[config.mk]
export PLATFORM = sky130hd
export DESIGN_NAME = elbeth_branch_ctrl
export DESIGN_NICKNAME = d
export VERILOG_FILES = /design/src/rtl/elbeth_branch_ctrl.sv
export SDC_FILE = /design/constraint.sdc
export NUM_CORES = 1
export LEC_CHECK = 0
export BUFFER_PORTS_ARGS = -buffer_cell sky130_fd_sc_hd__buf_2
export CAP_MARGIN = 5
export CORE_MARGIN = 10
export CORE_UTILIZATION = 35
export DETAILED_ROUTE_END_ITERATION = 10
export HOLD_SLACK_MARGIN = 0.12
export PLACE_DENSITY_LB_ADDON = 0.3
export SETUP_SLACK_MARGIN = 0.2
export SYNTH_ARGS = -nofsm -noshare
export SYNTH_HDL_FRONTEND = slang
export SYNTH_SLANG_ARGS = --single-unit
[constraint.sdc]
create_clock -name i_clk -period 2.4 [get_ports i_clk]
set_input_delay 0.12 -clock i_clk [delete_from_list [all_inputs] [get_ports i_clk]]
set_output_delay 0.12 -clock i_clk [all_outputs]
set_load 0.1 [all_outputs]
[src/rtl/elbeth_branch_ctrl.sv]
// ID-stage branch sequencing: operand-hazard stall, branch resolve, registered
// PC redirect held until fetch accepts, wrong-path squash and perf counters.
module elbeth_branch_ctrl #(
    parameter int CNT_WIDTH = 32
) (
    input  logic                 i_clk,
    input  logic                 i_rst,
    input  logic                 i_id_branch_valid,
    input  logic [2:0]           i_id_operation,
    input  logic                 i_id_rs1_hazard,
    input  logic                 i_id_rs2_hazard,
    input  logic                 i_branch_taken,
    input  logic [31:0]          i_pc_branch,
    input  logic                 i_imem_ready,
    input  logic                 i_ex_flush,
    output logic                 o_id_stall,
    output logic                 o_if_flush,
    output logic                 o_pc_redirect_valid,
    output logic [31:0]          o_pc_redirect,
    output logic                 o_branch_misaligned,
    output logic [CNT_WIDTH-1:0] o_perf_branches,
    output logic [CNT_WIDTH-1:0] o_perf_taken
);

    // Branch-unit operation codes, same order as the ELBETH definitions.
    localparam logic [2:0] OP_JAL  = 3'd0;
    localparam logic [2:0] OP_JALR = 3'd1;
    localparam logic [2:0] OP_BEQ  = 3'd2;
    localparam logic [2:0] OP_BNE  = 3'd3;
    localparam logic [2:0] OP_BLT  = 3'd4;
    localparam logic [2:0] OP_BGE  = 3'd5;
    localparam logic [2:0] OP_BLTU = 3'd6;
    localparam logic [2:0] OP_BGEU = 3'd7;

    localparam logic [CNT_WIDTH-1:0] CNT_ONE = {{(CNT_WIDTH-1){1'b0}}, 1'b1};

    // state     | meaning
    // IDLE      | no branch in flight
    // WAIT_OPND | branch in ID stalled on a needed operand hazard
    // REDIRECT  | redirect to fetch pending, IF/ID squashed
    typedef enum logic [1:0] {
        IDLE      = 2'd0,
        WAIT_OPND = 2'd1,
        REDIRECT  = 2'd2
    } state_t;

    state_t r_state;
    state_t w_state_next;

    logic [31:0]          r_target;
    logic                 r_misaligned;
    logic [CNT_WIDTH-1:0] r_perf_branches;
    logic [CNT_WIDTH-1:0] r_perf_taken;

    logic w_need_rs1;
    logic w_need_rs2;
    logic w_hazard;
    logic w_resolve;
    logic w_aligned;
    logic w_take;
    logic w_stall;

    always_comb begin
        w_need_rs1 = 1'b1;
        w_need_rs2 = 1'b1;
        case (i_id_operation)
            OP_JAL:  begin w_need_rs1 = 1'b0; w_need_rs2 = 1'b0; end
            OP_JALR: begin w_need_rs2 = 1'b0; end
            OP_BEQ, OP_BNE, OP_BLT, OP_BGE, OP_BLTU, OP_BGEU: ;
            default: ;
        endcase
    end

    assign w_hazard  = (w_need_rs1 & i_id_rs1_hazard) | (w_need_rs2 & i_id_rs2_hazard);
    assign w_aligned = (i_pc_branch[1:0] == 2'b00);
    assign w_take    = w_resolve & i_branch_taken & w_aligned;

    always_comb begin
        w_state_next = r_state;
        w_stall      = 1'b0;
        w_resolve    = 1'b0;
        if (!i_ex_flush) begin
            case (r_state)
                IDLE: begin
                    if (i_id_branch_valid) begin
                        if (w_hazard) begin
                            w_stall      = 1'b1;
                            w_state_next = WAIT_OPND;
                        end else begin
                            w_resolve = 1'b1;
                        end
                    end
                end
                WAIT_OPND: begin
                    if (!i_id_branch_valid) begin
                        w_state_next = IDLE;
                    end else if (w_hazard) begin
                        w_stall = 1'b1;
                    end else begin
                        w_resolve = 1'b1;
                    end
                end
                REDIRECT: begin
                    // The ID instruction is wrong-path here, so it is never looked at.
                    if (i_imem_ready) begin
                        w_state_next = IDLE;
                    end
                end
                default: w_state_next = IDLE;
            endcase
            if (w_resolve) begin
                w_state_next = (i_branch_taken && w_aligned) ? REDIRECT : IDLE;
            end
        end else begin
            w_state_next = IDLE;
        end
    end

    always_ff @(posedge i_clk) begin
        if (i_rst) begin
            r_state         <= IDLE;
            r_target        <= 32'd0;
            r_misaligned    <= 1'b0;
            r_perf_branches <= '0;
            r_perf_taken    <= '0;
        end else begin
            r_state      <= w_state_next;
            r_misaligned <= w_resolve & i_branch_taken & ~w_aligned;
            if (w_resolve) begin
                r_perf_branches <= r_perf_branches + CNT_ONE;
            end
            if (w_take) begin
                r_target     <= i_pc_branch;
                r_perf_taken <= r_perf_taken + CNT_ONE;
            end
        end
    end

    assign o_id_stall          = w_stall;
    assign o_pc_redirect_valid = (r_state == REDIRECT);
    assign o_if_flush          = (r_state == REDIRECT);
    assign o_pc_redirect       = r_target;
    assign o_branch_misaligned = r_misaligned;
    assign o_perf_branches     = r_perf_branches;
    assign o_perf_taken        = r_perf_taken;

endmodule

==> key figures, run 1 <==
Clocking
  – H-tree depth: 3
  – Post-CTS setup buffers: 0
  – Clock root cell: clkbuf_16
  – Worst skew pair latency: 0.34 ns
  – Clock Pin Slew Worst Setup and Hold Paths: 0.06 ns
  – Longest Clk Path Bufs: 2
  – Clock sink count: 99
  – TritonCTS Buffers: 9
  – CTS tree: built

Synth
  – Synthesized Nets: 564
  – Post-synth cell types: 41
  – Post-Synthesis Cells: 519
  – Syn. warnings: 0
  – Sequential-to-total area share from yosys stat: 46.44%
  – Area of the mapped netlist: 4268 sq um
  – Post-Syn Area per Cell: 8.223 sq um
  – Yosys reg bits: 99

Power and ir drop
  – Clk network pwr share: 42.5%
  – Leak: 2.366 nW
  – Peak VDD IR: 244.1 uV
  – Sequential Power Share: 51.2%
  – Power per standard cell area: 540.9 nW/um^2
  – Gate power share: 6.3%
  – NetSw: 721.8 uW
  – Internal: 2.470 mW
  – Switching share of power: 22.62%

Worst setup path
  – Crit. path cell count: 7
  – Worst path max stage delay: 0.55 ns
  – Critical Path End: o_perf_taken[26]
  – Crit path from: i_ex_flush
  – Critical R2R Capture: o_perf_taken[27]
  – Worst Reg-to-Reg Cells: 5
  – R2R Path Start: r_state[1]
  – Crit-path cells: dlygate4sd3_1 > buf_2 > or4bb_1 > a2111o_2 > nor4_2 > xnor2_1 > nor2_1
  – Bufs and invs on worst path: 2
  – Crit end category: flip-flop
  – Setup slack, reg-to-reg: 0.28 ns
  – CP required: 2.60 ns
  – Setup CP Type: in -> reg
  – CP arrival: 2.40 ns
  – Slowest-stage cell, CP: dlygate4sd3_1
  – Critical path peak fanout: 14
  – Delay-heaviest family, CP: simple AND/OR/NAND/NOR gates
  – CP startpoint kind: input pin

Detailed routing
  – Starting DRT DRC Count: 305
  – Via count: 4,333
  – First-pass detailed-route iteration total: 4
  – Routed WL per cell: 15.66 um
  – DRC errors left: 0
  – DRT Wirelength: 13,120 um
  – Vias/cell: 5.171
  – Post-route ant nets: 0

STA
  – Final Worst Setup Slack: 0.1968 ns
  – Fmax achieved: 453.9 MHz
  – Worst slew margin: 49.14%
  – Final Slew Violations: 0
  – Worst slew pin tran: 0.7628 ns
  – Setup TNS: 0 ns
  – RSZ-0062 raised after global routing: yes
  – Final Skew: 0.004535 ns
  – Number of setup violations in the final report: 0
  – Final Hold Fails: 0
  – Fin crit period: 2.203 ns
  – Tcrit/Tclk final: 91.80%

Cells and area
  – Fillers: 1,150
  – Fraction of layout cells with a size suffix above 1: 34.78%
  – Layout area overhead: 38.26%
  – Final non-filler cell total: 838
  – Final instance area: 5901 sq um
  – Nets: 730

Floorplan
  – IO Pins: 143
  – Die H: 130.4 um
  – Die area: 17,010 sq um
  – Rows: 40
  – Initial Util: 35.68%
  – Core area: 11,960 sq um
  – Die Wd: 130.4 um

Global route
  – Wire length of the first global-routing pass: 21,020 um
  – Initial antenna violation count: 0
  – Largest net degree at the start of global routing: 44
  – Remaining global-route overflow: 0
  – All-layer global routing usage: 15.16%
  – Vias in the first global route: 4,321

Min path
  – Hold crit path type: in -> reg

Placement
  – Post-DP HPWL: 9176 um
  – GP Congestion: 0.8130
  – Setup WS pre-CTS: 0.2411 ns
  – Port bufs: 142
  – Placed Area: 5240 sq um
  – Placed cells: 787

Run
  – Max Cap Viol: 0

Outcome
  – Run status: finished clean
==> placed cells by master (no fill, tap or decap), drive strengths merged, types with 2 or more instances in the layout <==
cell type    synthesis  layout
a211oi               2       2
a21oi               49      49
and2                 4       4
and3                 4       4
and4                 6       6
buf                  6     155
clkbuf              28      14
clkinv               0       2
dfxtp               99      99
dlygate4sd3          0      33
ha                   2       2
inv                  7       7
mux2                 2       2
nand2               87      87
nand3               27      27
nand4               23      23
nor2                54      54
nor2b                3       3
nor3                10      10
nor3b                3       3
nor4                11      11
o21ai                6       6
o31ai               10      10
or2                  4       4
or3                  6       6
or4                 12      13
xnor2               19      19
xor2                24      24
==> tightest hold or removal path: cells and delay by family <==
family,cells,cell delay (ns)
AOI/OAI and AO/OA,1,0.16
and+or+nand+nor,1,0.06
buffers and inverters,2,0.13
==> layer usage <==
layer	part of all wire (%)	vias to the layer above	wire (um)	GRT usage, %
met5	0	-	0	0
met4	3.1	0	410	7.260
met3	7.2	29	941	4.633
met2	48	139	6288	25.43
met1	42	2021	5480	17.27
li1	-	2144	-	-
==> how the worst min path moves through the flow <==
stage,from,end,depth (start not counted)
2_1_floorplan,i_ex_flush,r_state[1],1
3_3_place_gp,i_pc_branch[2],o_pc_redirect[2],3
3_5_place_dp,i_pc_branch[18],o_pc_redirect[18],3
4_1_cts,i_imem_ready,r_state[1],4
5_1_grt,i_imem_ready,r_state[1],4
6_report,i_imem_ready,r_state[1],4
==> sequential cells by signal (all words and copies together) (netlist names) <==
signal	cells
o_branch_misaligned	1
o_pc_redirect	32
o_perf_branches	32
o_perf_taken	32
r_state	2
==> metrics by stage <==
step / power [mW] / util (%) / hold slack (ns)
after floorplan: 1.764 / - / 0.1993
after global placement: 1.821 / 43.81 / 0.3597
after detailed placement: 1.825 / 43.81 / 0.3671
after CTS: 3.238 / 48.86 / 0.1710
after global routing: 3.327 / 49.31 / 0.2047
final: 3.191 / 49.33 / 0.1785
==> logic make-up (layout without fill, tap and decap cells) <==
logic type                 Yosys count  in the layout  synth area share (%)
and+or+nand+nor                    260            261                 29.99
DFF                                 99             99                 46.44
AOI/OAI and AO/OA                   72             72                 9.587
xor gates and xnor gates            43             43                 8.824
buffers and inverters               41            211                 4.046
adders and majority gates            2              2                0.5862
muxes                                2              2                0.5277
other                                0              1                     0
==> area by class of cell <==
cell class | count | area (sq um) | share of cell area, %
Multi-Input combinational cell | 380 | 2172 | 36.81
Tap cell | 147 | 183.9 | 3.117
Clock buffer | 14 | 264.0 | 4.474
Clock inverter | 2 | 10.01 | 0.1696
Timing Repair Buffer | 188 | 1151 | 19.51
Antenna cell | 1 | 2.502 | 0.04241
Sequential cell | 99 | 2091 | 35.43
Inverter | 7 | 26.28 | 0.4453
==> power groups by stage <==
stage	Sequential (mW)	Clock, mW	Combinational, mW
3_3_place_gp	1.67	0	0.151
5_1_grt	1.63	1.48	0.216
2_1_floorplan	1.70	0	0.0595
6_report	1.63	1.36	0.201
4_1_cts	1.63	1.41	0.197
3_5_place_dp	1.67	0	0.155
==> synthesized netlist by cell type (all sizes together) <==
cell	instances	area share (%)
or3	6	0.88
a211o	1	0.21
nor3b	3	0.53
or2	4	0.59
o41ai	1	0.21
a22oi	1	0.18
nand2	87	7.7
nor2	54	4.7
or4b	1	0.23
or3b	1	0.21
and3	4	0.59
and4	6	1.2
a2111o	1	0.26
or4	12	2.2
nor4	11	1.6
xnor2	19	3.9
and2	4	0.59
mux2	2	0.53
a211oi	2	0.35
or4bb	1	0.26
nand3	27	3.2
nand4	23	3.4
nor4b	1	0.21
xor2	24	4.9
nor3	10	1.2
nand3b	1	0.18
buf	6	0.97
clkbuf	28	2.5
nand2b	1	0.15
nor2b	3	0.44
ha	2	0.59
a21oi	49	5.7
a21o	1	0.18
inv	7	0.62
dfxtp	99	46
o21ai	6	0.70
o31ai	10	1.8
==> timing repair <==
| action | in CTS | in global routing |
|---|---|---|
| setup endpoints to repair | 0 | 14 |
| hold endpoints to repair | 32 | 0 |
| gates resized for setup | 0 | 11 |
| hold buffers | 33 | 0 |
Note: power is estimated with default switching activity, not from simulation.
==> inputs of run 2 (changes only) <==
Settings changed: GPL_TIMING_DRIVEN set to 0.
==> run 2 against run 1 <==
Compared with the run above:
- clock power about the same
- cell area up 2.1%
- largest power group unchanged
- global-route usage rose by 0.34 points
==> key figures, run 2 (synthesized netlist as in run 1, its figures left out) <==
Clocking
  – CTS tree: built
  – Clock root cell: clkbuf_16
  – Clock Pin Slew Worst Setup and Hold Paths: 0.07 ns (about the same)
  – Clock sink count: 99 (unchanged)
  – TritonCTS Buffers: 9 (unchanged)
  – Worst skew pair latency: 0.35 ns (about the same)
  – H-tree depth: 3 (unchanged)
  – Longest Clk Path Bufs: 2 (unchanged)

Cells and area
  – Fillers: 1,141 (-0.78%)
  – ANT cells: 0 (-1)
  – Final non-filler cell total: 866 (+3.3%)
  – Fraction of layout cells with a size suffix above 1: 33.80% (-0.99 points)
  – Layout area overhead: 41.10%
  – Post-layout util: 50.35% (+1.0 points)
  – Commonest non-fill, non-tap cell in the layout: buf_2
  – Most frequent cells in the layout: 142 x buf_2, 87 x nand2_1, 53 x nor2_1, 49 x a21oi_1, 43 x dfxtp_1
  – Nets: 759 (+4.0%)

Placement
  – Placed cells: 808 (+2.7%)
  – Port bufs: 142 (unchanged)
  – GP Congestion: 0.8329 (+2.4%)
  – Post-DP HPWL: 9906 um (+7.9%)

Worst setup path
  – Slowest-stage cell, CP: or4_4
  – CP required: 2.67 ns (+0.07 ns)
  – Crit path from: r_state[1]
  – Critical path peak fanout: 5 (-9)
  – CP arrival: 2.45 ns (+0.05 ns)
  – CP startpoint kind: flip-flop
  – Crit end category: flip-flop
  – Setup CP Type: reg -> reg
  – Crit-path cells: nand3b_1 > or2_1 > buf_6 > or4_4 > buf_6 > buf_4 > or3_1 > a21oi_1
  – Bufs and invs on worst path: 3 (+1)
  – Most used cell, CP: buf_6
  – R2R Path Start: r_state[1]
  – Worst path max stage delay: 0.51 ns (-0.04 ns)
  – Delay-heaviest family, CP: simple AND/OR/NAND/NOR gates

STA
  – Number of setup violations in the final report: 0 (unchanged)
  – Final Slew Violations: 0 (unchanged)
  – Hold_ws: 0.1396 ns (-0.03899 ns)
  – Fmax achieved: 459.2 MHz (+1.2%)
  – Tcrit/Tclk final: 90.73% (-1.1 points)
  – Final Skew: 0.007635 ns (+0.003100 ns)
  – Setup TNS: 0 ns (unchanged)
  – RSZ-0062 raised after global routing: yes
  – Worst slew margin: 59.69% (+11 points)
  – Fin crit period: 2.177 ns (-0.02570 ns)
  – Final Hold Fails: 0 (unchanged)
  – Worst slew pin tran: 0.6047 ns (-0.1581 ns)

Global route
  – Largest net degree at the start of global routing: 16 (-64%)
  – Remaining global-route overflow: 0 (unchanged)
  – Wire length of the first global-routing pass: 21,200 um (+0.85%)
  – Vias in the first global route: 4,329 (+0.19%)
  – All-layer global routing usage: 15.49% (+0.34 points)
  – Initial antenna violation count: 0 (unchanged)

Detailed routing
  – Starting DRT DRC Count: 226 (-26%)
  – Vias/cell: 5.100 (-1.4%)
  – First-pass detailed-route iteration total: 4 (unchanged)
  – Post-route ant nets: 0 (unchanged)
  – DRT Wirelength: 13,530 um (+3.1%)
  – Routed WL per cell: 15.63 um (-0.19%)
  – Via count: 4,417 (+1.9%)
  – DRC errors left: 0 (unchanged)

Power and ir drop
  – NetSw: 729.4 uW (+1.0%)
  – Internal: 2.437 mW (-1.3%)
  – Sequential Power Share: 51.6% (+0.4 points)
  – Switching share of power: 23.03% (+0.42 points)
  – Clk network pwr share: 42.0% (-0.5 points)
  – Gate power share: 6.4% (about the same)
  – Peak VDD IR: 261.0 uV (+6.9%)
  – Leak: 2.418 nW (+2.2%)
  – Power per standard cell area: 525.8 nW/um^2 (-2.8%)

Floorplan
  – IO Pins: 143 (unchanged)
  – Die Wd: 130.4 um (unchanged)
  – Die H: 130.4 um (unchanged)
  – Die area: 17,010 sq um (unchanged)
  – Core area: 11,960 sq um (unchanged)
  – Initial Util: 35.68% (unchanged)
  – Rows: 40 (unchanged)

Outcome
  – Run status: finished clean

Min path
  – Hold Crit Start: i_rst
  – Hold crit path type: in -> reg

Run
  – Max Cap Viol: 0 (unchanged)
==> run 2: stage by stage <==
step / area, sq um / total power [mW] / setup slack (ns)
6_report: 6022 / 3.167 / 0.2225
4_1_cts: 5948 / 3.212 / 0.1947
5_1_grt: 6022 / 3.286 / 0.1341
3_3_place_gp: 5274 / 1.825 / 0.01826
3_5_place_dp: 5274 / 1.827 / -0.03506
2_1_floorplan: 4379 / 1.764 / 0.1328
==> run 2: final timing paths <==
kind         slack (ns)  depth (start not counted)                end
min                0.14                          3   o_perf_taken[12]
min reg2reg        0.45                          2  o_pc_redirect[28]
max reg2reg        0.22                          8   o_perf_taken[17]
max                0.22                          8   o_perf_taken[17]
==> run 2: routing by layer <==
metal  GRT usage, %  part of all wire [%]  vias to the layer above  routed length [um]
met5              0                     0                        -                   0
met2          26.48                    49                      120                6671
li1               -                     -                     2197                   -
met4          7.587                   2.5                        0                 333
met3          4.392                   6.9                       21                 933
met1          17.42                    41                     2079                5593
==> run 2: layout make-up <==
type	count	area [sq um]	area share (%)
tap	147	183.9	3.054
multi-input combinational	379	2195	36.44
sequential	99	2092	34.74
timing repair buffer	184	1104	18.33
clock buffer	13	250.2	4.155
buffer	34	156.4	2.597
clock inverter	3	15.01	0.2493
inverter	7	26.28	0.4363
==> run 2: worst register-to-register path, delay by kind of cell (launching register included) <==
family	cells	cell delay, ns
AO/OA/AOI/OAI	1	0.13
buffers and inverters	3	0.41
flip-flops	1	0.33
AND/OR/NAND/NOR	4	1.23
==> run 2: power by group through the flow <==
| stage | sequential, mW | clock (mW) | combinational (mW) |
|---|---|---|---|
| 6_report | 1.63 | 1.33 | 0.203 |
| 5_1_grt | 1.63 | 1.43 | 0.219 |
| 4_1_cts | 1.63 | 1.38 | 0.201 |
| 3_5_place_dp | 1.67 | 0 | 0.157 |
| 3_3_place_gp | 1.67 | 0 | 0.155 |
| 2_1_floorplan | 1.70 | 0 | 0.0595 |
==> run 2: what timing repair did <==
item	4_1_cts	5_1_grt
gates resized for setup	6	17
hold buffers	31	0
endpoints found under the setup margin	25	55
endpoints found under the hold margin	31	0
buffers inserted	10	1
pin swaps	5	4
==> inputs of run 3 (changes only) <==
Settings changed: CTS_BUF_LIST set to sky130_fd_sc_hd__clkbuf_4 sky130_fd_sc_hd__clkbuf_8.
==> run 3 against run 2 <==
Compared with the run above:
- clock power down 26%
- critical path depth did not move
- global-route usage is essentially flat
- core utilization decreased by 0.35 points
- combinational power barely moved
- sequential share of layout area is 0.24 points higher
- clock skew is 0.0032 ns higher
- cell count increased by 0.46%
- cell area fell by 0.69%
- critical path type unchanged
- critical endpoint unchanged
- largest power group unchanged
- highest routed layer unchanged
==> key figures, run 3 (synthesized netlist as in run 1, its figures left out) <==
Run
  – Max Cap Viol: 0 (unchanged)

Worst setup path
  – Critical R2R Capture: o_perf_taken[17]
  – R2R Path Start: r_state[1]
  – CP arrival: 2.48 ns (+0.03 ns)
  – Setup CP Type: reg -> reg
  – Critical path peak fanout: 5 (unchanged)
  – CP required: 2.70 ns (+0.03 ns)
  – Crit path from: r_state[1]
  – Worst Reg-to-Reg Cells: 8 (unchanged)
  – Critical Path End: o_perf_taken[17]
  – CP startpoint kind: flip-flop
  – Setup slack, reg-to-reg: 0.22 ns (about the same)
  – Crit end category: flip-flop

STA
  – Fmax achieved: 459.4 MHz (about the same)
  – Worst slew pin tran: 0.6498 ns (+0.04510 ns)
  – Worst slew margin: 56.68% (-3.0 points)
  – Fin crit period: 2.177 ns (-0.0006880 ns)
  – Final Hold Fails: 0 (unchanged)
  – Tcrit/Tclk final: 90.70% (about the same)
  – Final Worst Setup Slack: 0.2232 ns (+0.0006880 ns)
  – Final Skew: 0.01085 ns (+0.003220 ns)
  – Setup TNS: 0 ns (unchanged)
  – Final Slew Violations: 0 (unchanged)
  – Number of setup violations in the final report: 0 (unchanged)
  – RSZ-0062 raised after global routing: yes

Power and ir drop
  – Clk network pwr share: 35.0% (-7.0 points)
  – Sequential Power Share: 57.8% (+6.2 points)
  – Internal: 2.145 mW (-12%)
  – NetSw: 677.0 uW (-7.2%)
  – Leak: 2.415 nW (-0.12%)
  – Peak VDD IR: 317.6 uV (+22%)
  – Switching share of power: 23.98% (+0.95 points)
  – Power per standard cell area: 471.9 nW/um^2 (-10%)
  – PnR Total Power: 2.822 mW (-11%)
  – Gate power share: 7.2% (+0.8 points)

Global route
  – Wire length of the first global-routing pass: 21,200 um (unchanged)
  – Largest net degree at the start of global routing: 16 (unchanged)
  – All-layer global routing usage: 15.47% (-0.025 points)
  – Vias in the first global route: 4,307 (-0.51%)
  – Remaining global-route overflow: 0 (unchanged)
  – Initial antenna violation count: 0 (unchanged)

Detailed routing
  – First-pass detailed-route iteration total: 4 (unchanged)
  – DRT Wirelength: 13,510 um (-0.16%)
  – Vias/cell: 5.076 (-0.48%)
  – M1 WL: 5496 um (-1.7%)
  – Post-route ant nets: 0 (unchanged)
  – Routed WL per cell: 15.53 um (-0.62%)
  – Starting DRT DRC Count: 247 (+9.3%)
  – DRC errors left: 0 (unchanged)
  – Via count: 4,416 (-0.023%)
  – Met3 routed WL: 952 um (+2.0%)
  – Max Used Layer: met4
  – Routed met2 length: 6770 um (+1.5%)

Clocking
  – Clock Pin Slew Worst Setup and Hold Paths: 0.09 ns (+0.02 ns)
  – CTS tree: built
  – Clock sink count: 99 (unchanged)
  – Longest Clk Path Bufs: 2 (unchanged)
  – TritonCTS Buffers: 9 (unchanged)
  – H-tree depth: 3 (unchanged)
  – Worst skew pair latency: 0.38 ns (+0.03 ns)
  – Clock root cell: clkbuf_8

Placement
  – Port bufs: 142 (unchanged)
  – Setup WS pre-CTS: -0.03506 ns (unchanged)
  – GP Congestion: 0.8329 (unchanged)
  – Post-DP HPWL: 9906 um (unchanged)

Cells and area
  – Commonest non-fill, non-tap cell in the layout: buf_2
  – Most frequent cells in the layout: 142 x buf_2, 87 x nand2_1, 53 x nor2_1, 49 x a21oi_1, 43 x dfxtp_1
  – Nets: 762 (+0.40%)
  – Layout area overhead: 40.13%
  – Fillers: 1,145 (+0.35%)
  – Fraction of layout cells with a size suffix above 1: 34.49% (+0.69 points)

Outcome
  – Run status: finished clean

Floorplan
  – Initial Util: 35.68% (unchanged)
  – Die H: 130.4 um (unchanged)
  – Die Wd: 130.4 um (unchanged)
  – Die area: 17,010 sq um (unchanged)
  – IO Pins: 143 (unchanged)
  – Rows: 40 (unchanged)
  – Core area: 11,960 sq um (unchanged)

Min path
  – Hold Crit Start: i_ex_flush
  – Hold crit path type: in -> reg
[run 3: cell types whose count changed in the layout (fill, tap and decap cells not counted)]
cell	delta
o31ai_2	+2
clkbuf_16	-9
o31ai_1	-2
clkbuf_8	+9
buf_4	+1
clkbuf_4	+3
nor4_2	-1
nor4_4	+1
diode_2	+1
dlygate4sd3_1	+2
clkbuf_1	-3
[run 3: worst min-delay path by stage]
stage                        end  cells past startpoint  slack [ns]
2_1_floorplan         r_state[1]                      1        0.20
3_3_place_gp   o_pc_redirect[29]                      3        0.36
3_5_place_dp   o_pc_redirect[27]                      3        0.37
4_1_cts               r_state[0]                      3        0.15
5_1_grt               r_state[0]                      3        0.21
6_report              r_state[0]                      3        0.18
[run 3: area by class of cell]
class	instances	area, sq um	share of cell area, %
plain buffers	34	156.4	2.615
repair buffers	187	1131	18.91
diodes	1	2.502	0.04184
clock inverters	3	15.01	0.2510
inverters	7	26.28	0.4393
multi-input cells	379	2213	37.01
flip-flops and latches	99	2092	34.98
well taps	147	183.9	3.075
clock buffers	13	160.2	2.678
[run 3: stage by stage]
stage / cells / hold slack (ns) / area (sq um) / utilization [%]
CTS: 867 / 0.1479 / 5878 / 49.14
detailed placement: 808 / 0.3665 / 5274 / 44.09
global placement: 808 / 0.3608 / 5274 / 44.09
finish: 870 / 0.1764 / 5981 / 50.00
global route: 869 / 0.2052 / 5978 / 49.98
floorplan: 519 / 0.1993 / 4379 / -
[run 3: layer usage]
metal / track usage (%) / up-vias
met4: 7.652 / 0
met2: 26.15 / 130
li1: - / 2204
met3: 4.271 / 16
met5: 0 / -
met1: 17.66 / 2066
[run 3: critical path: stages (launching register included)]
cell      delay, ns
dfxtp_2        0.34
nand3b_1       0.18
or2_1          0.24
buf_6          0.13
or4_4          0.51
buf_6          0.15
buf_4          0.13
or3_1          0.30
a21oi_1        0.13
[run 3: power groups by stage]
| stage | clock network [mW] | registers (mW) | logic (mW) |
|---|---|---|---|
| 2_1_floorplan | 0 | 1.70 | 0.0595 |
| 3_3_place_gp | 0 | 1.67 | 0.155 |
| 3_5_place_dp | 0 | 1.67 | 0.157 |
| 4_1_cts | 1.05 | 1.63 | 0.202 |
| 5_1_grt | 1.10 | 1.63 | 0.221 |
| 6_report | 0.988 | 1.63 | 0.203 |
[run 3: what timing repair did]
item | in CTS | in global routing
hold buffers | 33 | 0
hold endpoints to repair | 34 | 0
setup buffers | 10 | 2
gates resized for setup | 6 | 20
pin swaps | 6 | 4
gates cloned | 0 | 0
setup endpoints to repair | 26 | 56
